[src/rtl/add_share_pkg.sv]
// Shared types and helpers for the shared-adder arbiter: FSM states, default width,
// and the round-robin pick function.
package add_share_pkg;

  typedef enum logic {ST_EMPTY, ST_FULL} state_e;

  localparam int unsigned ADD_WIDTH = 16;
  localparam int unsigned MAX_REQ   = 8;

  typedef struct packed {
    logic       found;
    logic [2:0] idx;
  } pick_t;

  // First set bit of valid at or above ptr, wrapping modulo nreq (nreq <= MAX_REQ).
  function automatic pick_t rr_pick(input logic [MAX_REQ-1:0] valid,
                                    input logic [2:0]         ptr,
                                    input int unsigned        nreq);
    pick_t       res;
    int unsigned j;
    res = '0;
    // Walk the search order backwards so the earliest candidate wins.
    for (int k = MAX_REQ - 1; k >= 0; k--) begin
      j = {29'd0, ptr} + unsigned'(k);
      if (j >= nreq) j = j - nreq;
      if ((unsigned'(k) < nreq) && valid[j[2:0]]) begin
        res.found = 1'b1;
        res.idx   = j[2:0];
      end
    end
    return res;
  endfunction

endpackage

[src/rtl/add_share_arbiter_adder_core.sv]
// Combinational WIDTH-bit Kogge-Stone adder with carry-in; also exposes the carry into
// the MSB so the caller can derive signed overflow.
module adder_core #(
  parameter int unsigned WIDTH = 16
) (
  input  logic [WIDTH-1:0] a,
  input  logic [WIDTH-1:0] b,
  input  logic             cin,
  output logic [WIDTH-1:0] sum,
  output logic             cout,
  output logic             c_msb
);

  localparam int unsigned LEVELS = $clog2(WIDTH);

  logic [WIDTH-1:0] g;
  logic [WIDTH-1:0] p;
  logic [WIDTH-1:0] g_nxt;
  logic [WIDTH-1:0] p_nxt;

  always_comb begin
    g     = a & b;
    p     = a ^ b;
    // Fold carry-in into bit 0 so every prefix group carries it along.
    g[0]  = (a[0] & b[0]) | ((a[0] ^ b[0]) & cin);
    g_nxt = g;
    p_nxt = p;
    for (int l = 0; l < int'(LEVELS); l++) begin
      g_nxt = g;
      p_nxt = p;
      for (int i = 0; i < int'(WIDTH); i++) begin
        if (i >= (1 << l)) begin
          g_nxt[i] = g[i] | (p[i] & g[i - (1 << l)]);
          p_nxt[i] = p[i] & p[i - (1 << l)];
        end
      end
      g = g_nxt;
      p = p_nxt;
    end
  end

  assign sum   = (a ^ b) ^ {g[WIDTH-2:0], cin};
  assign cout  = g[WIDTH-1];
  assign c_msb = g[WIDTH-2];

endmodule

[src/rtl/add_share_arbiter.sv]
// Round-robin arbiter sharing one adder among NREQ valid/ready requesters; results land
// in a one-entry, backpressure-aware output register tagged with the requester id.
module add_share_arbiter
  import add_share_pkg::*;
#(
  parameter  int unsigned NREQ  = 4,
  parameter  int unsigned WIDTH = ADD_WIDTH,
  localparam int unsigned IDW   = $clog2(NREQ)
) (
  input  logic                  clk,
  input  logic                  rst,
  input  logic [NREQ-1:0]       req_valid,
  output logic [NREQ-1:0]       req_ready,
  input  logic [NREQ*WIDTH-1:0] req_a,
  input  logic [NREQ*WIDTH-1:0] req_b,
  input  logic [NREQ-1:0]       req_cin,
  output logic                  rsp_valid,
  input  logic                  rsp_ready,
  output logic [WIDTH-1:0]      rsp_sum,
  output logic                  rsp_cout,
  output logic                  rsp_ovf,
  output logic [IDW-1:0]        rsp_id
);

  state_e             state_q, state_d;
  logic [IDW-1:0]     rr_ptr_q, rr_ptr_d;
  logic [MAX_REQ-1:0] valid_ext;
  logic [2:0]         ptr_ext;
  pick_t              pick;
  logic [IDW-1:0]     grant;
  logic               can_accept;
  logic               fire;
  logic [WIDTH-1:0]   sel_a, sel_b, add_sum;
  logic               sel_cin, add_cout, add_c_msb;

  assign rsp_valid = (state_q == ST_FULL);

  always_comb begin
    valid_ext            = '0;
    valid_ext[NREQ-1:0]  = req_valid;
    ptr_ext              = '0;
    ptr_ext[IDW-1:0]     = rr_ptr_q;
    pick                 = rr_pick(valid_ext, ptr_ext, NREQ);
    grant                = pick.idx[IDW-1:0];
    // Draining the held result frees the register for a same-cycle refill.
    can_accept           = (state_q == ST_EMPTY) || rsp_ready;
    fire                 = pick.found && can_accept && !rst;
    req_ready            = '0;
    sel_a                = '0;
    sel_b                = '0;
    sel_cin              = 1'b0;
    for (int i = 0; i < int'(NREQ); i++) begin
      if (grant == IDW'(i)) begin
        req_ready[i] = fire;
        sel_a        = req_a[i*WIDTH +: WIDTH];
        sel_b        = req_b[i*WIDTH +: WIDTH];
        sel_cin      = req_cin[i];
      end
    end
  end

  always_comb begin
    state_d  = state_q;
    rr_ptr_d = rr_ptr_q;
    if (fire) begin
      state_d  = ST_FULL;
      rr_ptr_d = (grant == IDW'(NREQ - 1)) ? '0 : grant + IDW'(1);
    end else if ((state_q == ST_FULL) && rsp_ready) begin
      state_d = ST_EMPTY;
    end
  end

  adder_core #(
    .WIDTH(WIDTH)
  ) u_adder (
    .a    (sel_a),
    .b    (sel_b),
    .cin  (sel_cin),
    .sum  (add_sum),
    .cout (add_cout),
    .c_msb(add_c_msb)
  );

  always_ff @(posedge clk) begin
    if (rst) begin
      state_q  <= ST_EMPTY;
      rr_ptr_q <= '0;
      rsp_sum  <= '0;
      rsp_cout <= 1'b0;
      rsp_ovf  <= 1'b0;
      rsp_id   <= '0;
    end else begin
      state_q  <= state_d;
      rr_ptr_q <= rr_ptr_d;
      if (fire) begin
        rsp_sum  <= add_sum;
        rsp_cout <= add_cout;
        rsp_ovf  <= add_c_msb ^ add_cout;
        rsp_id   <= grant;
      end
    end
  end

endmodule

[config.mk]
export PLATFORM = sky130hd
export DESIGN_NAME = add_share_arbiter
export DESIGN_NICKNAME = d
export VERILOG_FILES = /design/src/rtl/add_share_pkg.sv /design/src/rtl/add_share_arbiter_adder_core.sv /design/src/rtl/add_share_arbiter.sv
export SDC_FILE = /design/constraint.sdc
export NUM_CORES = 1
export LEC_CHECK = 0
export CAP_MARGIN = 15
export CORE_MARGIN = 1.5
export CORE_UTILIZATION = 40
export DETAILED_ROUTE_END_ITERATION = 6
export PLACE_DENSITY = 0.95
export SLEW_MARGIN = 20
export SYNTH_ARGS = -nofsm -noshare
export SYNTH_HDL_FRONTEND = slang
export SYNTH_HIERARCHICAL = 1
export SYNTH_SLANG_ARGS = --single-unit
[constraint.sdc]
create_clock -name clk -period 7 [get_ports clk]
set_input_delay 1.4 -clock clk [delete_from_list [all_inputs] [get_ports clk]]
set_output_delay 1.4 -clock clk [all_outputs]
set_load 0.005 [all_outputs]
# == Word level (Yosys, flattened, before mapping) ==
# Index checks and enable logic that the tools add are counted.
# word_totals
register_bits,23
wordCells,208
# op_classes
add_sub_neg,8
order_cmp,8
eq_ne,3
n_mux,35
bitwise,141
reduce_logical,7
# ops
cell,n
two-way mux 16 bit,8
bitwise AND 1 bit,85
bitwise OR 1 bit,50
XOR 16 bit,2
bitwise AND 16 bit,1
"less-than comparator 3 x 4 -> 1 bit, second input constant",4
two-way mux 4 bit,4
two-way mux 1 bit,14
binary-select mux 1 bit (select 3 bit),4
two-way mux 3 bit,4
">= comparator 3 bit, second input constant",3
"subtractor 3 bit, second input constant",3
"adder 2 x 2 -> 3 bit, second input constant",2
"== test 2 bit, second input constant",2
"adder 2 x 1 -> 3 bit, second input constant",1
">= comparator 2 x 3 -> 1 bit, second input constant",1
logical AND 1 bit,3
"subtractor 2 x 3 -> 3 bit, second input constant",1
"adder 2 x 1 -> 2 bit, second input constant",1
"== test 2 x 1 -> 1 bit, second input constant",1
logical NOT 2 bit,1
two-way mux 2 bit,1
nonzero test 2 bit,1
XOR 1 bit,2
3 further kinds,3

# == Logic depth before layout (Yosys ltp) ==
# Gate-level depths: netlist of run 1.
# logic_depth
ltp_word,26
mapped_depth,26
depth_no_buf,23

# == By module ==
# The synthesis of run 1 kept the hierarchy.
# by_module_without_submodules
mod,n_inst,cells_per_inst,area_each_um2,seq_area_each_um2
add_share_arbiter,1,309,2247.2,460.4
adder_core,1,89,729.4,0.0

# == Worst setup path after synthesis of run 1 ==
# No wires, ideal clock.
# synth_timing
path_kind,input-to-reg
start,input req_valid[3]
end,register rsp_ovf
t_arrival_ns,5.576
t_required_ns,6.874
setup_slack_ns,1.299
path_stages,22
path_cell_list,or3b_1 a32o_1 a211oi_1 o22a_1 inv_1 ha_1 clkbuf_1 clkbuf_1 a221o_1 o21ai_0 o21ai_0 fa_1 inv_1 fa_1 nor2b_4 o31a_1 nor2_2 o211ai_2 a221o_1 a21o_1 xnor2_1 o21ai_0
# synth_rtl
item,line,rtl
from (decl),add_share_arbiter.sv:12,"input logic [NREQ-1:0] req_valid,"
to (signal assigned),add_share_arbiter.sv:98,rsp_ovf <= add_c_msb ^ add_cout;
to (decl),add_share_arbiter.sv:21,"output logic rsp_ovf,"

==> results of run 1 <==
[per-layer routing]
| metal | vias to the layer above | wire length [um] | global-route usage |
|---|---|---|---|
| met3 | 24 | 553 | 0.0277 |
| met2 | 138 | 5160 | 0.443 |
| met1 | 1646 | 4230 | 0.302 |
| li1 | 1775 | - | - |
| met5 | - | 0 | 0 |
| met4 | 0 | 313 | 0.0937 |
[logic make-up (layout without fill, tap and decap cells)]
logic type	count (synthesis)	after routing	synth area share
AND/OR/NAND/NOR	76	76	0.128
adder cells (fa/ha/maj)	24	24	0.106
buffers and inverters	65	206	0.0929
AO/OA/AOI/OAI	190	190	0.448
multiplexers	6	6	0.0294
flip-flops	23	23	0.155
XOR/XNOR	14	14	0.0412
[registers in the layout, summed over array words and instances, names as in the netlist]
signal,cells
rsp_id,2
rsp_cout,1
rsp_valid,1
rsp_sum,16
rsp_ovf,1
rr_ptr_q,2
[path summary, 6_finish.rpt]
kind / startpoint / end / cells past startpoint
hold / removal: rsp_sum[6] / rsp_sum[6] / 2
setup reg to reg: rr_ptr_q[0] / rsp_ovf / 21
setup / recovery: req_valid[3] / rsp_ovf / 21
hold reg to reg: rsp_sum[6] / rsp_sum[6] / 2
[cell usage in the layout, fill, tap and decap left out, types with 2 or more instances in the layout]
| cell type | n |
|---|---|
| clkdlybuf4s50_1 | 163 |
| nand2b_1 | 2 |
| nor2b_1 | 5 |
| or3_1 | 2 |
| a21o_1 | 7 |
| o21a_1 | 2 |
| dfxtp_1 | 23 |
| mux4_2 | 2 |
| nor2_2 | 2 |
| or3b_1 | 2 |
| a21oi_2 | 2 |
| ha_1 | 21 |
| and4_1 | 2 |
| a21oi_1 | 11 |
| and3_1 | 2 |
| o21ai_2 | 16 |
| buf_4 | 6 |
| inv_1 | 32 |
| a211oi_1 | 2 |
| o211ai_1 | 21 |
| a221oi_1 | 2 |
| mux2i_1 | 2 |
| fa_1 | 2 |
| nor2_1 | 10 |
| and3b_1 | 2 |
| clkbuf_8 | 3 |
| nand2_1 | 38 |
| xnor2_1 | 10 |
| a32o_1 | 2 |
| a31oi_1 | 3 |
| o21ai_0 | 76 |
| o21bai_1 | 2 |
| nand3_1 | 2 |
| mux2_2 | 2 |
| a221o_1 | 33 |
| xor2_1 | 4 |
[critical path: cells and delay by family]
family | cells | cell delay, ns
adder cells (fa/ha/maj) | 2 | 0.64
buffers and inverters | 3 | 1.03
AND/OR/NAND/NOR | 4 | 0.99
XOR/XNOR | 1 | 0.15
AO/OA/AOI/OAI | 11 | 2.34
[synth_stat cells (all sizes together), types with 3 or more instances]
cell	instances
clkbuf	27
buf	6
nand2	38
a221o	33
inv	32
xnor2	10
o211ai	22
xor2	4
a21oi	13
nor2b	6
ha	22
and3	4
nor2	12
dfxtp	23
o21ai	93
a21o	7
a31oi	3
[stage by stage]
step | setup WS [ns] | cells | hold slack [ns]
after floorplan | 1.30 | 398 | 0.496
after global placement | 0.602 | 634 | 0.498
after detailed placement | 0.402 | 634 | 0.503
after CTS | 0.656 | 638 | 0.516
after global routing | 0.287 | 638 | 0.531
final | 0.574 | 638 | 0.512
[final cells by class]
cell class	instances	area, sq um
clock buffer	3	41.3
clock inverter	1	5.00
fill	628	2520
inverter	32	120
multi-input combinational	310	2240
sequential	23	460
tap	99	124
timing repair buffer	170	1700
==> flow_summary.toml, run 1 <==
[detailed_routing]
finalWirelength_um = 10300
vias = 3583
firstDrtPassIters = 4
routed_via_density = 5.62
drt_iter0_markers = 110
wl_per_cell_um = 16.1
drt_drc_violations_left = 0
ant_nets = 0

[sta]
fin_crit_sh = 0.918
finalSetupTns_ns = 0
relSlewSlack = 0.476
setup_viol = 0
min_period_ns = 6.43
rsz0062_at_grt = "false"
tightestPinTransition_ns = 0.786
fmax_ghz = 0.156
finalHoldViolations = 0
slew_violations = 0
finalClockSkew_ns = 0.00178

[run]
cap_violations = 0

[floorplanning]
start_util = 0.413
die_area_sq_um = 7970
die_y_um = 89.3
die_w_um = 89.3
core.rowCount = 31
top_level_ports = 164
design.core.area_sq_um = 7210

[cells_and_area]
area_growth_pct = 57.6
nets = 703
n_antenna_cell = 0
final_util = 0.650
final_area_sq_um = 4690
layout-drive-gt1-share = 0.0761

[synth]
synthDistinctLibCells = 54
synth_flop_cell = "dfxtp_1"
yosysTopAreaCell = "dfxtp_1"
synth.area.top_cells = "dfxtp_1 15%, o21ai_0 13%, a221o_1 11%"
postSynthCellCount = 398
netlist_area_sq_um = 2980
synth_top_area_frac = 0.155
avgSynthCellArea_sq_um = 7.48
synth_nets = 561
synth_warnings = 6
ys_async_sr_fraction = 0
ys_ff_latch = 23
synth-seq-area-share = 0.155
synth_edf_count = 0

[grt]
grt_remaining_overflow = 0
grt_max_degree = 44
grt_pass1_wl_um = 15500
grtUsageTotal = 0.247
grt_pass1_vias = 3425
antenna_found_initial = 0

[setup_path]
path_common_cell = "o21ai_0"
crit_path_start_kind = "primary input"
cp_cell_sequence = "clkdlybuf4s50_1, or3b_1, a32o_1, a211oi_1, o22a_1, inv_1, ha_1, nor2_2, buf_4, a221o_1, o21ai_0, o21ai_0, ha_1, and3_4, and3_1, a21oi_2, o211ai_2, a221o_1, a21o_1, xnor2_1, o21ai_0"
reg2reg_slack_ns = 1.14
cp_slowest_stage_delay_ns = 0.60
cp_max_fo = 29
arrival_ns = 6.57
required_ns = 7.15
crit_type = "in2reg"
cp_slowest_cell = "clkdlybuf4s50_1"
cp-end-kind = "flop"

[hold_path]
hold_class = "reg2reg"

[placement]
port_buffers = 163
place_area_sq_um = 4650
gp_congestion = 0.942
dpl.hpwl_um = 8480

[cts]
hold_buffers = 0
cts-root-buf = "clkbuf_8"
clk_latency_ns = 0.27
clockBufferDepth = 2
numCtsBuffers = 3
postCtsResizedCells = 0
htreeDepth = 1
post_cts_buffers = 0
clk_pin_slew_ns = 0.08
clock_sinks = 23
cts_tree = "yes"

[status]
status = "finished clean"
Power of run 1 is left out: the tool's default activity adds up to more than one toggle a clock period on the data nets, which glitch-free logic cannot reach.
==> run 2: changes to the inputs <==
--- a/config.mk
+++ b/config.mk
@@ -10,6 +10,7 @@
 export CORE_UTILIZATION = 40
 export DETAILED_ROUTE_END_ITERATION = 6
 export PLACE_DENSITY = 0.95
+export REMOVE_ABC_BUFFERS = 1
 export SLEW_MARGIN = 20
 export SYNTH_ARGS = -nofsm -noshare
 export SYNTH_HDL_FRONTEND = slang
==> run 2 against run 1 <==
Against the previous run:
- routed wire length down 5.5%
- cell area about the same
- fmax down 2.0%
- clock skew up 0.0045 ns
- hold slack better by 0.0052 ns
- die area unchanged
- non-clock buffer count up 2
- global-route usage down 1.2 points
- register-to-register slack worse by 0.19 ns
- cell count up 0.31%
- sequential share of layout area about the same
- critical path type unchanged
- largest cell class unchanged
==> flow_summary.toml, run 2 (synthesis gave the netlist of run 1 again) <==
[status]
status = "finished clean"

[sta]
setup_viol = 0
finalClockSkew_ns = 0.00628
min_period_ns = 6.56
rsz0062_at_grt = "false"
tightestPinTransition_ns = 0.830
fin_crit_sh = 0.937
relSlewSlack = 0.446
finalSetupTns_ns = 0
slew_violations = 0
finalHoldViolations = 0
fmax_ghz = 0.153

[grt]
grt_pass1_wl_um = 15200
antenna_found_initial = 0
grt_pass1_vias = 3424
grtUsageTotal = 0.236
grt_remaining_overflow = 0
grt_max_degree = 37

[detailed_routing]
routed_via_density = 5.57
vias = 3567
finalWirelength_um = 9700
drt_iter0_markers = 152
wl_per_cell_um = 15.1
drt_drc_violations_left = 0
firstDrtPassIters = 4
ant_nets = 0

[cells_and_area]
reg_top3 = "rsp_sum x16, rr_ptr_q x2, rsp_id x2"
largest_register = "rsp_sum"
seq_area_sq_um = 460
mostFrequentLayoutCell = "clkdlybuf4s50_1"
final.fill_count = 609
layout-drive-gt1-share = 0.0795
n_antenna_cell = 0
largest_register_ffs = 16
layout_common_cells = "163 x clkdlybuf4s50_1, 76 x o21ai_0, 38 x nand2_1"
multi_input_area_sq_um = 2250
nets = 705
area_growth_pct = 57.8
fin_cells = 640

[floorplanning]
die_w_um = 89.3
top_level_ports = 164
core.rowCount = 31
start_util = 0.413
die_y_um = 89.3
die_area_sq_um = 7970
design.core.area_sq_um = 7210

[placement]
port_buffers = 163
gp_congestion = 0.886
placed_cells_incl_taps = 636
dpl.hpwl_um = 7710

[cts]
postCtsResizedCells = 0
htreeDepth = 1
numCtsBuffers = 3
cts_tree = "yes"
hold_buffers = 0
clk_pin_slew_ns = 0.08
clock_sinks = 23
post_cts_buffers = 0
clockBufferDepth = 2
clk_latency_ns = 0.27
cts-root-buf = "clkbuf_8"

[run]
cap_violations = 0

[setup_path]
arrival_ns = 6.71
cp_max_fo = 15
cp-end-kind = "flop"
crit_path_start_kind = "primary input"
required_ns = 7.16
r2r_cells = 22
crit_type = "in2reg"

[hold_path]
hold_depth = 2
hold_class = "reg2reg"
## run 2: cell count changes in the layout (fill, tap and decap cells not counted), sizes merged
cell / before / now
buf: 7 / 9
clkbuf: 3 / 4
clkinv: 1 / 0
## run 2: cell type report
cell class | count | share of cell area
inverter | 32 | 0.0256
multi-input combinational | 310 | 0.479
tap | 99 | 0.0264
timing repair buffer | 172 | 0.362
clock buffer | 4 | 0.00959
sequential | 23 | 0.0981
## run 2: through the flow
stage / worst slack, ns / hold WS [ns] / instance area (sq um) / util
after floorplan: 0.370 / 0.498 / 2820 / -
after CTS: 0.509 / 0.516 / 4700 / 0.651
after global routing: 0.187 / 0.536 / 4700 / 0.651
final: 0.444 / 0.517 / 4700 / 0.651
after detailed placement: 0.232 / 0.503 / 4650 / 0.645
after global placement: 0.439 / 0.492 / 4650 / 0.645
## run 2: path summary, 6_finish.rpt
| path | startpoint | end | slack, ns |
|---|---|---|---|
| setup / recovery | req_valid[3] | rsp_ovf | 0.44 |
| hold / removal | rsp_sum[9] | rsp_sum[9] | 0.52 |
| setup reg to reg | rr_ptr_q[0] | rsp_ovf | 0.95 |
| hold reg to reg | rsp_sum[9] | rsp_sum[9] | 0.52 |
## run 2: critical path, cell delays in order
cell             delay, ns
clkdlybuf4s50_1       0.60
or3b_1                0.40
a32oi_1               0.22
a31oi_1               0.11
o22a_1                0.27
inv_1                 0.11
ha_1                  0.55
nor2_2                0.05
buf_4                 0.21
a221o_1               0.30
o21ai_0               0.08
o21ai_0               0.16
fa_1                  0.51
inv_1                 0.09
fa_1                  0.25
nor2b_4               0.05
o31a_1                0.28
nor2_2                0.12
o211ai_2              0.15
a221o_1               0.35
a21o_1                0.20
xnor2_1               0.14
o21ai_0               0.08
## run 2: per-layer routing
layer,wire length [um],track usage,share of wire,vias up
li1,-,-,-,1773
met1,3980,0.287,0.41,1637
met2,4940,0.431,0.51,140
met3,598,0.0314,0.062,17
met4,185,0.0671,0.019,0
met5,0,0,0,-
Power of run 2 is left out for the same reason.
